[config.mk]
export PLATFORM = sky130hd
export DESIGN_NAME = demixer
export DESIGN_NICKNAME = d
export VERILOG_FILES = /design/src/rtl/demixer.sv
export SDC_FILE = /design/constraint.sdc
export NUM_CORES = 1
export LEC_CHECK = 0
export CAP_MARGIN = 40
export CELL_PAD_IN_SITES_DETAIL_PLACEMENT = 2
export CELL_PAD_IN_SITES_GLOBAL_PLACEMENT = 2
export CORE_UTILIZATION = 25
export CTS_CLUSTER_SIZE = 30
export DETAILED_ROUTE_END_ITERATION = 6
export PLACE_DENSITY = 0.92
export SLEW_MARGIN = 20
export SYNTH_ARGS = -nofsm -noshare
export SYNTH_HDL_FRONTEND = slang
export SYNTH_SLANG_ARGS = --single-unit
[constraint.sdc]
create_clock -name sys_clk -period 3.5 [get_ports sys_clk]
set_input_delay 0.7 -clock sys_clk [delete_from_list [all_inputs] [get_ports sys_clk]]
set_output_delay 0.7 -clock sys_clk [all_outputs]
set_load 0.03 [all_outputs]
[src/rtl/demixer.sv]
// demixer: drains one merged 9-bit ingress FIFO and steers each frame to the
// port0..3, arp and nic egress FIFOs according to the destination mask carried
// in the frame's header byte. The header itself is consumed.
// Optional statistics counters (stat_tx/stat_drop/stat_trunc) exist only when
// the DEMIXER_STATS_EN macro is defined.
module demixer #(
  parameter int MAX_LEN   = 1522,
  parameter int LEN_WIDTH = 11
`ifdef DEMIXER_STATS_EN
  ,
  parameter int CNT_WIDTH = 32
`endif
) (
  input  logic       sys_clk,
  input  logic       sys_rst,
  input  logic [8:0] in_dout,
  input  logic       in_empty,
  output logic       in_rd_en,
  output logic [8:0] port0_din,
  input  logic       port0_full,
  output logic       port0_wr_en,
  output logic [8:0] port1_din,
  input  logic       port1_full,
  output logic       port1_wr_en,
  output logic [8:0] port2_din,
  input  logic       port2_full,
  output logic       port2_wr_en,
  output logic [8:0] port3_din,
  input  logic       port3_full,
  output logic       port3_wr_en,
  output logic [8:0] arp_din,
  input  logic       arp_full,
  output logic       arp_wr_en,
  output logic [8:0] nic_din,
  input  logic       nic_full,
  output logic       nic_wr_en
`ifdef DEMIXER_STATS_EN
  ,
  output logic [CNT_WIDTH-1:0] stat_tx,
  output logic [CNT_WIDTH-1:0] stat_drop,
  output logic [CNT_WIDTH-1:0] stat_trunc
`endif
);

  // IDLE: nothing outstanding. HDR: the byte returning now is a header.
  // FWD: returning bytes are forwarded. DROP: returning bytes are discarded.
  typedef enum logic [1:0] {IDLE, HDR, FWD, DROP} state_t;

  state_t               state_reg, state_next;
  state_t               after_eof;
  logic [5:0]           mask_reg, mask_next;
  logic [LEN_WIDTH-1:0] len_reg, len_next;
  logic                 rd_valid_reg;
  logic [8:0]           dout_reg, dout_next;
  logic [5:0]           wr_en_reg, wr_en_next;
  logic [5:0]           full_vec;
  logic                 stall;
  logic                 rd_en;
  logic                 last_slot;

  // Bit order matches the header mask: {nic, arp, port3, port2, port1, port0}.
  assign full_vec = {nic_full, arp_full, port3_full, port2_full, port1_full, port0_full};

  // Only a forwarding frame can be held up by a full destination.
  assign stall = (state_reg == FWD) && (|(full_vec & mask_reg));

  // IDLE never has a read outstanding (a frame end with a read issued in the
  // same cycle goes straight to HDR), so at most one header is ever in flight.
  assign rd_en    = !sys_rst && !in_empty && !stall;
  assign in_rd_en = rd_en;

  // The byte now returning is the MAX_LEN-th payload byte of the frame.
  assign last_slot = (len_reg == LEN_WIDTH'(MAX_LEN - 1));

  // A read issued alongside a frame end returns the next frame's header.
  assign after_eof = rd_en ? HDR : IDLE;

  // Next-state, mask/length tracking and egress write generation.
  always_comb begin
    state_next = state_reg;
    mask_next  = mask_reg;
    len_next   = len_reg;
    dout_next  = dout_reg;
    wr_en_next = '0;
    case (state_reg)
      IDLE: begin
        if (rd_en) state_next = HDR;
      end
      HDR: begin
        if (rd_valid_reg) begin
          mask_next = in_dout[5:0];
          len_next  = '0;
          if (in_dout[8])                state_next = after_eof;
          else if (in_dout[5:0] == 6'd0) state_next = DROP;
          else                           state_next = FWD;
        end
      end
      FWD: begin
        if (rd_valid_reg) begin
          dout_next  = in_dout;
          wr_en_next = mask_reg;
          len_next   = len_reg + 1'b1;
          if (in_dout[8]) begin
            state_next = after_eof;
          end else if (last_slot) begin
            dout_next[8] = 1'b1;
            state_next   = DROP;
          end
        end
      end
      DROP: begin
        if (rd_valid_reg && in_dout[8]) state_next = after_eof;
      end
      default: state_next = IDLE;
    endcase
  end

  // State, read-pipeline and registered egress outputs.
  always_ff @(posedge sys_clk) begin
    if (sys_rst) begin
      state_reg    <= IDLE;
      mask_reg     <= '0;
      len_reg      <= '0;
      rd_valid_reg <= 1'b0;
      dout_reg     <= '0;
      wr_en_reg    <= '0;
    end else begin
      state_reg    <= state_next;
      mask_reg     <= mask_next;
      len_reg      <= len_next;
      rd_valid_reg <= rd_en;
      dout_reg     <= dout_next;
      wr_en_reg    <= wr_en_next;
    end
  end

  // All egress ports share one data register; only write enables differ.
  assign port0_din   = dout_reg;
  assign port1_din   = dout_reg;
  assign port2_din   = dout_reg;
  assign port3_din   = dout_reg;
  assign arp_din     = dout_reg;
  assign nic_din     = dout_reg;
  assign port0_wr_en = wr_en_reg[0];
  assign port1_wr_en = wr_en_reg[1];
  assign port2_wr_en = wr_en_reg[2];
  assign port3_wr_en = wr_en_reg[3];
  assign arp_wr_en   = wr_en_reg[4];
  assign nic_wr_en   = wr_en_reg[5];

`ifdef DEMIXER_STATS_EN
  logic [2:0]                evt;
  logic [2:0][CNT_WIDTH-1:0] stat_vec;

  // evt[0]: EOF written (including forced), evt[1]: frame dropped, evt[2]: forced EOF.
  assign evt[0] = (state_reg == FWD) && rd_valid_reg && (in_dout[8] || last_slot);
  assign evt[1] = (state_reg == HDR) && rd_valid_reg && (in_dout[8] || (in_dout[5:0] == 6'd0));
  assign evt[2] = (state_reg == FWD) && rd_valid_reg && !in_dout[8] && last_slot;

  for (genvar gi = 0; gi < 3; gi++) begin : g_stat
    logic [CNT_WIDTH-1:0] cnt_reg;
    // Saturating event counter; holds at all-ones instead of wrapping.
    always_ff @(posedge sys_clk) begin
      if (sys_rst)                          cnt_reg <= '0;
      else if (evt[gi] && (cnt_reg != '1)) cnt_reg <= cnt_reg + 1'b1;
    end
    assign stat_vec[gi] = cnt_reg;
  end

  assign stat_tx    = stat_vec[0];
  assign stat_drop  = stat_vec[1];
  assign stat_trunc = stat_vec[2];
`endif

endmodule
==> out/summary.txt <==
Area contributors post-synth: dfxtp_1 (37%), buf_4 (18%), a21oi_1 (4.8%)
number of max-cap violations: 0
sequential fraction of the synthesis area: 37.4%
data required time of the worst path: 2800 ps
post-cts resize count: 0
Ys Warns: 0
switching part of the total: 25.0%
Layout Cells excl Fill: 357
max FFs per register: 11
final instance area: 2500 µm²
Vias: 1623
Hold Buf Count CTS: 0
post-DP HPWL: 4380 µm
Leak Pwr: 0.831 nW
type of origin of the critical path: input pin
worst slew pin tran: 730 ps
crit-path max cell delay: 400 ps
gr ovfl total: 0
worst path cell trace: clkdlybuf4s50_1, a22oi_1, nand3_1, a211oi_1, buf_4
clock latency on the worst-skew pair: 290 ps
#FFs+latches synth: 35
flop2flop setup slack: 1300 ps
Synth Instances: 225
Flop pwr share: 52.3%
syn avg cell area: 8.32 µm²
Initial DRC Count: 48
power per standard cell area: 318 nW/µm²
post-synth top area share: 37.4%
worst vdd ir: 125 µV
P_int: 0.597 mW
final setup margin: 714 ps
H-tree Lvls: 2
CTS max path bufs: 2
vias in the first global route: 1732
Fin. Hold Viols: 0
cell with the most instances after synthesis: buf_4
outcome: complete, no violations
commonest cells in the netlist: buf_4 (45), dfxtp_1 (35), nand2_1 (22)
GRT Total Usage: 15.4%
# rows: 31
pin count of the biggest net entering global routing: 27
Setup violations, final: 0
Cell variety after synth: 40
antenna violations before repair: 0
skew final: 6.24 ps
asr flop ratio synth: 0%
Post-synth top flop: dfxtp_1
Slew Limit Fails: 0
GP Congestion: 0.723
first-pass GRT wire length: 9140 µm
drt pass-1 iters: 4
total of fill cells in the finished design: 824
I/O Buffers: 78
WS Path Type: in -> out
Synth Net Count: 245
Crit path max-delay family: buffers and inverters
switching power: 0.199 mW
dpl cells: 350
area leader, netlist: dfxtp_1
min Tclk post-route: 2790 ps
Clk pin slew, worst setup/hold paths: 70 ps
synthesized cell area: 1870 µm²
die height: 88.6 µm
Fin Setup TNS: 0 ps
Final Power: 0.796 mW
synthesis-to-finish area growth: 33.5%
CTS tree: done
WP depth: 5
Worst R2R Start: state_reg[0]
combinational fraction of design power: 10.3%
Post-Place Worst Slack: 699 ps
final core utilization: 34.5%
FF-to-FF path depth: 4
CTS sink cnt: 35
fmax: 359 MHz
CP Capture Type: primary output
R2R Path End: len_reg[10]
antenna-violating nets left: 0
Root Driver: clkbuf_8
Crit-path slowest cell: clkdlybuf4s50_1
Max FO, Critical Path: 3
IO Pins: 79
# DRC: 0
placed inst area: 2410 µm²
CTS Buf Count: 5
full die area: 7840 µm²
WL/cell: 16.0 µm
register area: 701 µm²
multi-input logic area: 788 µm²
Post-synth EDFFs: 0
Initial Util: 25.8%
first element of the critical path: port1_full
die width: 88.6 µm
core area: 7250 µm²
final period utilization: 79.6%
RSZ-0062 raised after global routing: no
Crit path buffers/inverters: 2
CP endpoint: in_rd_en
critical path arrival: 2090 ps
Post-CTS Setup Bufs: 0
Via density: 4.55
Min Hold Slack: 509 ps
clock share of power: 37.4%
hold_sp: mask_reg[0]
worst min-delay path class: reg -> reg
# diodes: 0
share of cells above drive strength 1: 5.43%
Nets: 278
Routed Wire Length: 5700 µm
max_slew headroom: 51.0%
==> cell usage in the layout, fill, tap and decap left out, types with 2 or more instances in the layout <==
cell             synthesis  routed
ha_1                     2       2
inv_1                    4       4
xnor2_1                  4       4
clkdlybuf4s50_1          0      77
nand3_1                  6       6
nor4_1                   4       4
dfxtp_1                 35      35
o21ai_0                  7       7
or3_1                    2       2
nand4b_1                 2       2
or4_1                    2       2
and2_1                   6       6
a22oi_1                  4       4
a211oi_1                 4       4
nor2_1                  21      21
mux2i_1                  6       6
nand2b_1                 3       3
buf_4                   45       2
clkbuf_8                 0       6
or2_2                    2       2
nand2_1                 22      22
a21oi_1                 18      18
==> layer usage <==
metal  global-route usage [%]  vias to the layer above  wire length, µm
met2                     30.2                       45             3060
met5                        0                        -                0
li1                         -                      789                -
met4                     3.96                        0               60
met3                     2.99                        7              200
met1                     16.6                      782             2370
==> power groups by stage <==
stage,registers [mW],logic (mW),clock network [mW]
after floorplan,0.418,0.0508,0
after global placement,0.425,0.0791,0
after detailed placement,0.426,0.0823,0
after CTS,0.417,0.0829,0.304
after global routing,0.418,0.0883,0.326
final,0.417,0.0818,0.298
==> how the worst min path moves through the flow <==
stage / end / slack (ps) / cells past startpoint
final: wr_en_reg[0] / 510 / 1
after global routing: wr_en_reg[2] / 520 / 1
after CTS: wr_en_reg[0] / 510 / 1
after detailed placement: len_reg[10] / 490 / 2
after global placement: len_reg[10] / 470 / 2
after floorplan: len_reg[10] / 450 / 2
==> logic make-up (layout without fill, tap and decap cells) <==
| family | Yosys count | in the layout | share of synthesized area [%] |
|---|---|---|---|
| AOI/OAI and AO/OA | 42 | 42 | 14.2 |
| muxes | 6 | 6 | 3.21 |
| xor gates and xnor gates | 5 | 5 | 2.34 |
| and+or+nand+nor | 78 | 78 | 21.0 |
| buffers and inverters | 57 | 90 | 20.5 |
| DFF | 35 | 35 | 37.4 |
| adders and majority gates | 2 | 2 | 1.34 |
==> cell type report <==
cell class	count	share of cell area [%]
clock inverters	1	0.200
clock buffers	6	3.30
flip-flops and latches	35	28.0
multi-input cells	133	31.5
well taps	99	4.95
inverters	4	0.600
repair buffers	79	31.4
Note: power is estimated with default switching activity, not from simulation.
